[config.mk]
export PLATFORM = sky130hd
export DESIGN_NAME = regfile_loader_flat
export DESIGN_NICKNAME = d
export VERILOG_FILES = /design/src/rtl/regfile_loader_if.sv /design/src/rtl/regfile_loader.sv /design/src/flat_wrapper.sv
export SDC_FILE = /design/constraint.sdc
export NUM_CORES = 1
export LEC_CHECK = 0
export CORE_MARGIN = 1.5
export CORE_UTILIZATION = 40
export DETAILED_ROUTE_END_ITERATION = 10
export PLACE_DENSITY = 0.85
export SLEW_MARGIN = 20
export SYNTH_ARGS = -nofsm -noshare
export SYNTH_HDL_FRONTEND = slang
export SYNTH_SLANG_ARGS = --single-unit
[constraint.sdc]
create_clock -name clk -period 1.5 [get_ports clk]
set_input_delay 0.15 -clock clk [delete_from_list [all_inputs] [get_ports clk]]
set_output_delay 0.15 -clock clk [all_outputs]
set_load 0.02 [all_outputs]
[src/rtl/regfile_loader_if.sv]
// regfile_loader_if: byte stream and register-file port bundle for regfile_loader
//   in_data/in_valid/in_ready             valid/ready byte stream into the loader
//   instr_code/writedata/regwrite/RsCont  register file controls driven by the loader
//   readdata                              combinational read data returned by the register file
//   master = loader side, slave = stream source / register file side
interface regfile_loader_if #(parameter int DW = 8);
    logic [DW-1:0] in_data;
    logic          in_valid;
    logic          in_ready;
    logic [7:0]    instr_code;
    logic [DW-1:0] writedata;
    logic          regwrite;
    logic          RsCont;
    logic [DW-1:0] readdata;
    modport master (
        input  in_data, in_valid, readdata,
        output in_ready, instr_code, writedata, regwrite, RsCont
    );
    modport slave (
        output in_data, in_valid, readdata,
        input  in_ready, instr_code, writedata, regwrite, RsCont
    );
endinterface

[src/rtl/regfile_loader.sv]
// regfile_loader: loads registers 0..NREG-1 from a byte stream, verifying each by readback
//   clk      single rising-edge clock
//   reset    synchronous, active-low reset
//   start    begin a load (honoured only in IDLE, DONE or ERR)
//   bus      stream + register file port (master side)
//   busy     high in LOAD, WRITE and CHECK
//   done     all NREG registers written and verified
//   error    readback mismatch; err_idx holds the failing register index
//   NREG must be in 1..8 because the index is 3 bits wide.
module regfile_loader #(
    parameter int NREG = 8,
    parameter int DW   = 8
) (
    input  logic             clk,
    input  logic             reset,
    input  logic             start,
    regfile_loader_if.master bus,
    output logic             busy,
    output logic             done,
    output logic             error,
    output logic [2:0]       err_idx
);
    typedef enum logic [2:0] {IDLE, LOAD, WRITE, CHECK, DONE, ERR} state_t;
    localparam logic [2:0] LAST = 3'(NREG - 1);
    state_t        state, state_n;
    logic [2:0]    idx, idx_n, err_idx_n;
    logic [DW-1:0] hold, hold_n;
    always_ff @(posedge clk) begin
        if (!reset) begin
            state   <= IDLE;
            idx     <= '0;
            hold    <= '0;
            err_idx <= '0;
        end else begin
            state   <= state_n;
            idx     <= idx_n;
            hold    <= hold_n;
            err_idx <= err_idx_n;
        end
    end
    always_comb begin
        state_n   = state;
        idx_n     = idx;
        hold_n    = hold;
        err_idx_n = err_idx;
        case (state)
            IDLE, DONE, ERR: if (start) begin
                state_n   = LOAD;
                idx_n     = '0;
                err_idx_n = '0;
            end
            LOAD: if (bus.in_valid) begin
                hold_n  = bus.in_data;
                state_n = WRITE;
            end
            WRITE: state_n = CHECK;
            CHECK: if (bus.readdata != hold) begin
                state_n   = ERR;
                err_idx_n = idx;
            end else if (idx == LAST) begin
                state_n = DONE;
            end else begin
                idx_n   = idx + 3'd1;
                state_n = LOAD;
            end
            default: state_n = IDLE;
        endcase
    end
    assign busy           = state inside {LOAD, WRITE, CHECK};
    assign done           = state == DONE;
    assign error          = state == ERR;
    assign bus.in_ready   = state == LOAD;
    assign bus.regwrite   = state == WRITE;
    assign bus.RsCont     = busy;
    // writedata is hold itself, so it already carries the last captured byte outside WRITE
    assign bus.writedata  = hold;
    // both register fields carry idx so write and readback target the same register
    assign bus.instr_code = state == IDLE ? 8'h00 : {2'b00, idx, idx};
endmodule

[src/flat_wrapper.sv]
// flat-port wrapper written by rule: the top's interface ports become plain ports
module regfile_loader_flat 
#(
    parameter int NREG = 8,
    parameter int DW   = 8
)
  (clk, reset, start, busy, done, error, err_idx, bus_in_data, bus_in_valid, bus_readdata, bus_in_ready, bus_instr_code, bus_writedata, bus_regwrite, bus_RsCont);
  regfile_loader_if #(.DW(DW)) bus_i ();
  input  logic clk;
  input  logic reset;
  input  logic start;
  output logic busy;
  output logic done;
  output logic error;
  output logic [2:0] err_idx;
  input wire logic [$bits(bus_i.in_data)-1:0] bus_in_data;
  input wire logic [$bits(bus_i.in_valid)-1:0] bus_in_valid;
  input wire logic [$bits(bus_i.readdata)-1:0] bus_readdata;
  output wire logic [$bits(bus_i.in_ready)-1:0] bus_in_ready;
  output wire logic [$bits(bus_i.instr_code)-1:0] bus_instr_code;
  output wire logic [$bits(bus_i.writedata)-1:0] bus_writedata;
  output wire logic [$bits(bus_i.regwrite)-1:0] bus_regwrite;
  output wire logic [$bits(bus_i.RsCont)-1:0] bus_RsCont;
  assign bus_i.in_data = bus_in_data;
  assign bus_i.in_valid = bus_in_valid;
  assign bus_i.readdata = bus_readdata;
  assign bus_in_ready = bus_i.in_ready;
  assign bus_instr_code = bus_i.instr_code;
  assign bus_writedata = bus_i.writedata;
  assign bus_regwrite = bus_i.regwrite;
  assign bus_RsCont = bus_i.RsCont;
  regfile_loader #(.NREG(NREG), .DW(DW)) u_core (.clk(clk), .reset(reset), .start(start), .bus(bus_i), .busy(busy), .done(done), .error(error), .err_idx(err_idx));
endmodule
==> flow_summary.ini, run 1 <==
[timing]
fin_crit_ps = 1459
slew_viol_final = 0
fmax_ghz = 0.6853
period_share_pct = 97.28
setup_viol = 0
setup_tns_ps = 0
rsz0062_at_grt = yes
hold_violations = 0
skew_ps = 7.545

[placement]
io_buffer_count = 42
post-dp-hpwl_um = 1830
placed_cells = 172
routabilityCongestion = 0.7162

[grt]
grt_pass1_wl_um = 3781
antenna_found_initial = 0
grt_usage_pct = 18.60
grt_pass1_vias = 896
grt_overflow = 0
grt_max_degree = 18

[yosys]
ys_seq_area_share_pct = 33.92
synth_enable_flop_cells = 0
yosysMostFrequentCell = dfxtp_1
ys_ff_latch = 17
postSynthCellCount = 107
synth_ff_type = dfxtp_1
ys_top_cells_by_area = dfxtp_1, mux2i_1, nor2b_1
yosys.area.top_type = dfxtp_1
synth_top_cell_area_share_pct = 33.92
ys_types = 32
synth_area_per_cell_um2 = 9.378
ys_warn_count = 0
syn_area_um2 = 1003
synth_top_cells_by_count = dfxtp_1, mux2i_1, nand2_1, nor2b_1, xor2_1
async_reset_ff_share_pct = 0

[detailed_routing]
postRouteAntennaNets = 0
drt-pass1-iter-count = 4
avgRoutedWirePerCell_um = 13.52
drc_errors = 0
avgViaCountPerCell = 5.000
routed_wl_um = 2380
drt_iter0_drc = 10
route.vias.total = 880

[floorplan]
dieArea_um2 = 2818
ioPinCount = 45
row_count = 17
start_util_pct = 43.68
die_height_um = 53.09
coreArea_um2 = 2297
die_w_um = 53.09

[power]
p_per_area_nw_per_um2 = 691.3
p_sw_share_pct = 30.40
intPower_mw = 0.7080
p_leak_nw = 0.7123
clkPwrFrac_pct = 25.6
p_sw_mw = 0.3092
seqPwrFrac_pct = 48.1
ir_drop_v = 0.0004363
power_frac_comb_pct = 26.2

[worst_setup_path]
path_max_fanout = 3
critPathMaxStageDelay_ps = 620
critical_path.endpoint_type = output pin
crit_required_ps = 1350
crit_buf_inv = 1
path_delay_family = buffers and inverters
path_cells = clkdlybuf4s50_1
critPathArrivalTime_ps = 1310
start_kind = register
worst_path_max_delay_cell = clkdlybuf4s50_1
worstSetupPathType = reg -> out

[finish]
final_core_util_pct = 64.05
layout.cells.non_filler = 176
area_delta_synth_final_pct = 46.63
diodes = 0
fin_nets = 171
post_route_cells_drive_above_1_share_pct = 16.89

[clock_tree]
cts_sinks = 17
cts_setup_buffers = 0
ctsHoldBuffers = 0
numCtsBuffers = 3
clock_path_buffers = 2
worst_skew_pair.late_latency_ps = 300
cts-root-buf = clkbuf_4
clk_pin_slew_ps = 110
cts_tree = yes
cts_htree_levels = 1

[run_status]
status = finished clean

[hold_path]
hold_class = in -> reg

[run]
drv_cap = 0
[path summary, 6_finish.rpt]
kind | depth (start not counted) | startpoint | slack [ps] | to
max | 1 | u_core.bus.writedata[0] | 40 | bus_writedata[0]
min | 3 | bus_in_data[6] | 460 | u_core.bus.writedata[6]
max reg2reg | 4 | u_core.bus.writedata[2] | 60 | u_core.state[0]
min reg2reg | 2 | u_core.err_idx[0] | 480 | u_core.err_idx[0]
[flip-flops by register name, indices dropped and copies added, names as in the netlist]
register              flops
u_core.bus.writedata      8
u_core.err_idx            3
u_core.idx                3
u_core.state              3
[cell type report]
cell class	instances	area (um2)
Fill cell	206	825.8
Multi-Input combinational cell	76	589.3
Timing Repair Buffer	48	459.2
Sequential cell	17	349.1
Tap cell	28	35.03
Clock buffer	3	22.52
Inverter	3	11.26
Clock inverter	1	5.005
[layer usage]
metal | vias up | GRT usage (%) | part of all wire (%)
li1 | 427 | - | -
met1 | 415 | 19.03 | 38
met2 | 31 | 36.67 | 54
met3 | 7 | 3.107 | 6.3
met4 | 0 | 7.265 | 2.1
met5 | - | 0 | 0
[kinds of logic after synthesis]
family	share of synthesized area, %
AOI/OAI and AO/OA	6.235
xor gates and xnor gates	6.983
adders and majority gates	2.493
buffers and inverters	9.849
DFF	33.92
muxes	13.96
other	0.3737
and+or+nand+nor	26.18
[power groups by stage]
stage | Combinational (mW) | Sequential (mW) | Clock, mW
after floorplan | 0.153 | 0.500 | 0
after global placement | 0.265 | 0.496 | 0
after detailed placement | 0.273 | 0.497 | 0
after CTS | 0.266 | 0.488 | 0.256
after global routing | 0.289 | 0.494 | 0.284
final | 0.267 | 0.490 | 0.261
[metrics by stage]
stage               power (mW)  hold slack, ps  area (um2)  setup slack, ps
detailed placement      0.7696           454.1        1433           -157.1
finish                   1.017           461.7        1471            40.83
CTS                      1.011           466.2        1454           -7.918
global route             1.066           469.4        1471           -38.68
floorplan               0.6532           319.5        1007            45.08
global placement        0.7614           465.7        1433           -106.2
[timing repair]
| item | CTS | global route |
|---|---|---|
| resized for setup | 16 | 23 |
| pin swaps | 0 | 2 |
| setup endpoints to repair | 12 | 17 |
[placed cells by master (no fill, tap or decap), types with 3 or more instances in the layout]
| cell | Yosys | layout |
|---|---|---|
| mux2i_1 | 14 | 14 |
| buf_4 | 7 | 5 |
| inv_1 | 3 | 3 |
| dlygate4sd2_1 | 0 | 5 |
| xor2_1 | 8 | 8 |
| clkbuf_2 | 0 | 5 |
| clkdlybuf4s50_1 | 0 | 25 |
| nor2_1 | 4 | 3 |
| dfxtp_1 | 17 | 14 |
| dlymetal6s2s_1 | 0 | 5 |
| clkbuf_4 | 0 | 3 |
| nor2b_1 | 12 | 12 |
| nand2_1 | 12 | 12 |
No activity file was read; power rests on OpenSTA's default activity.
==> inputs of run 2 (changes only) <==
--- a/config.mk
+++ b/config.mk
@@ -13,3 +13,4 @@
 export SYNTH_ARGS = -nofsm -noshare
 export SYNTH_HDL_FRONTEND = slang
 export SYNTH_SLANG_ARGS = --single-unit
+export TNS_END_PERCENT = 50
==> flow_summary.ini, run 2 (synthesis results as in run 1) <==
[run_status]
status = finished clean

[worst_setup_path]
worstSetupPathType = reg -> out
critPathArrivalTime_ps = 1310
crit_buf_inv = 1
crit_required_ps = 1350
path_max_fanout = 3
worst_path_max_delay_cell = clkdlybuf4s50_1
critical_path.endpoint_type = output pin
start_kind = register
path_cells = clkdlybuf4s50_1
path_delay_family = buffers and inverters
critPathMaxStageDelay_ps = 620

[detailed_routing]
avgViaCountPerCell = 4.983
postRouteAntennaNets = 0
route.vias.total = 877
drt_iter0_drc = 5
drt-pass1-iter-count = 4
drc_errors = 0
avgRoutedWirePerCell_um = 13.24
routed_wl_um = 2331

[clock_tree]
cts-root-buf = clkbuf_4
clock_path_buffers = 2
cts_tree = yes
worst_skew_pair.late_latency_ps = 300
ctsHoldBuffers = 0
cts_sinks = 17
cts_htree_levels = 1
clk_pin_slew_ps = 110
numCtsBuffers = 3

[finish]
ff_latch_area_um2 = 349.1
layout.cells.non_filler = 176
final_common_cell = clkdlybuf4s50_1
largest_register_ffs = 8
fin_nets = 171
final_cell_mix = clkdlybuf4s50_1, mux2i_1, dfxtp_1, nor2b_1, nand2_1
multiInputGateArea_um2 = 581.8
diodes = 0
fillers = 208
area_delta_synth_final_pct = 45.88
post_route_cells_drive_above_1_share_pct = 16.89

[floorplan]
die_height_um = 53.09
coreArea_um2 = 2297
row_count = 17
die_w_um = 53.09
dieArea_um2 = 2818
ioPinCount = 45
start_util_pct = 43.68

[power]
p_per_area_nw_per_um2 = 690.8
p_leak_nw = 0.7108
ir_drop_v = 0.0004356

[timing]
slew_viol_final = 0
fmax_ghz = 0.6872
setup_viol = 0
fin_crit_ps = 1455
hold_violations = 0
skew_ps = 8.668
rsz0062_at_grt = yes
period_share_pct = 97.01
setup_tns_ps = 0

[placement]
routabilityCongestion = 0.7162
placed_cells = 172
io_buffer_count = 42
post-dp-hpwl_um = 1830

[grt]
antenna_found_initial = 0
grt_pass1_vias = 896
grt_usage_pct = 18.60
grt_max_degree = 18
grt_pass1_wl_um = 3781
grt_overflow = 0

[hold_path]
hold_class = in -> reg

[run]
drv_cap = 0
[run 2: worst paths after layout]
path / from / cells past startpoint / slack, ps / endpoint
worst max-delay path: u_core.bus.writedata[0] / 1 / 40 / bus_writedata[0]
worst min-delay path: bus_in_data[6] / 3 / 470 / u_core.bus.writedata[6]
worst max register to register: u_core.bus.writedata[6] / 4 / 90 / u_core.state[0]
worst min register to register: u_core.err_idx[0] / 2 / 480 / u_core.err_idx[0]
[run 2: cell type report]
| class | instances | area share [%] |
|---|---|---|
| clock inverter | 1 | 0.3419 |
| inverter | 3 | 0.7692 |
| sequential | 17 | 23.85 |
| clock buffer | 3 | 1.538 |
| timing repair buffer | 48 | 31.37 |
| multi-input combinational | 76 | 39.74 |
| tap | 28 | 2.393 |
[run 2: repair_timing]
action / 4_1_cts / 5_1_grt
endpoints found under the setup margin: 12 / 17
gates resized for setup: 16 / 22
pin swaps: 0 / 1
buffers inserted: 0 / 0
[run 2: stage by stage]
stage / hold WS [ps] / setup slack, ps / instance area, um2 / total power [mW] / utilization, %
CTS: 466.2 / -7.918 / 1454 / 1.011 / 63.29
floorplan: 319.5 / 45.08 / 1007 / 0.6532 / -
global placement: 465.7 / -106.2 / 1433 / 0.7614 / 62.36
finish: 467.4 / 44.89 / 1464 / 1.011 / 63.73
global route: 469.4 / -28.36 / 1464 / 1.064 / 63.73
detailed placement: 454.1 / -157.1 / 1433 / 0.7696 / 62.36
[run 2: where the power goes]
group,switching [mW],internal [mW]
combinational,0.124,0.141
sequential,0.0225,0.467
clock,0.157,0.0993
[run 2: metal layers]
metal | routed length (um) | up-vias | track usage [%] | part of all wire [%]
met1 | 878 | 410 | 19.03 | 38
met2 | 1261 | 33 | 36.67 | 54
li1 | - | 427 | - | -
met3 | 146 | 7 | 3.107 | 6.3
met5 | 0 | - | 0 | 0
met4 | 44 | 0 | 7.265 | 1.9
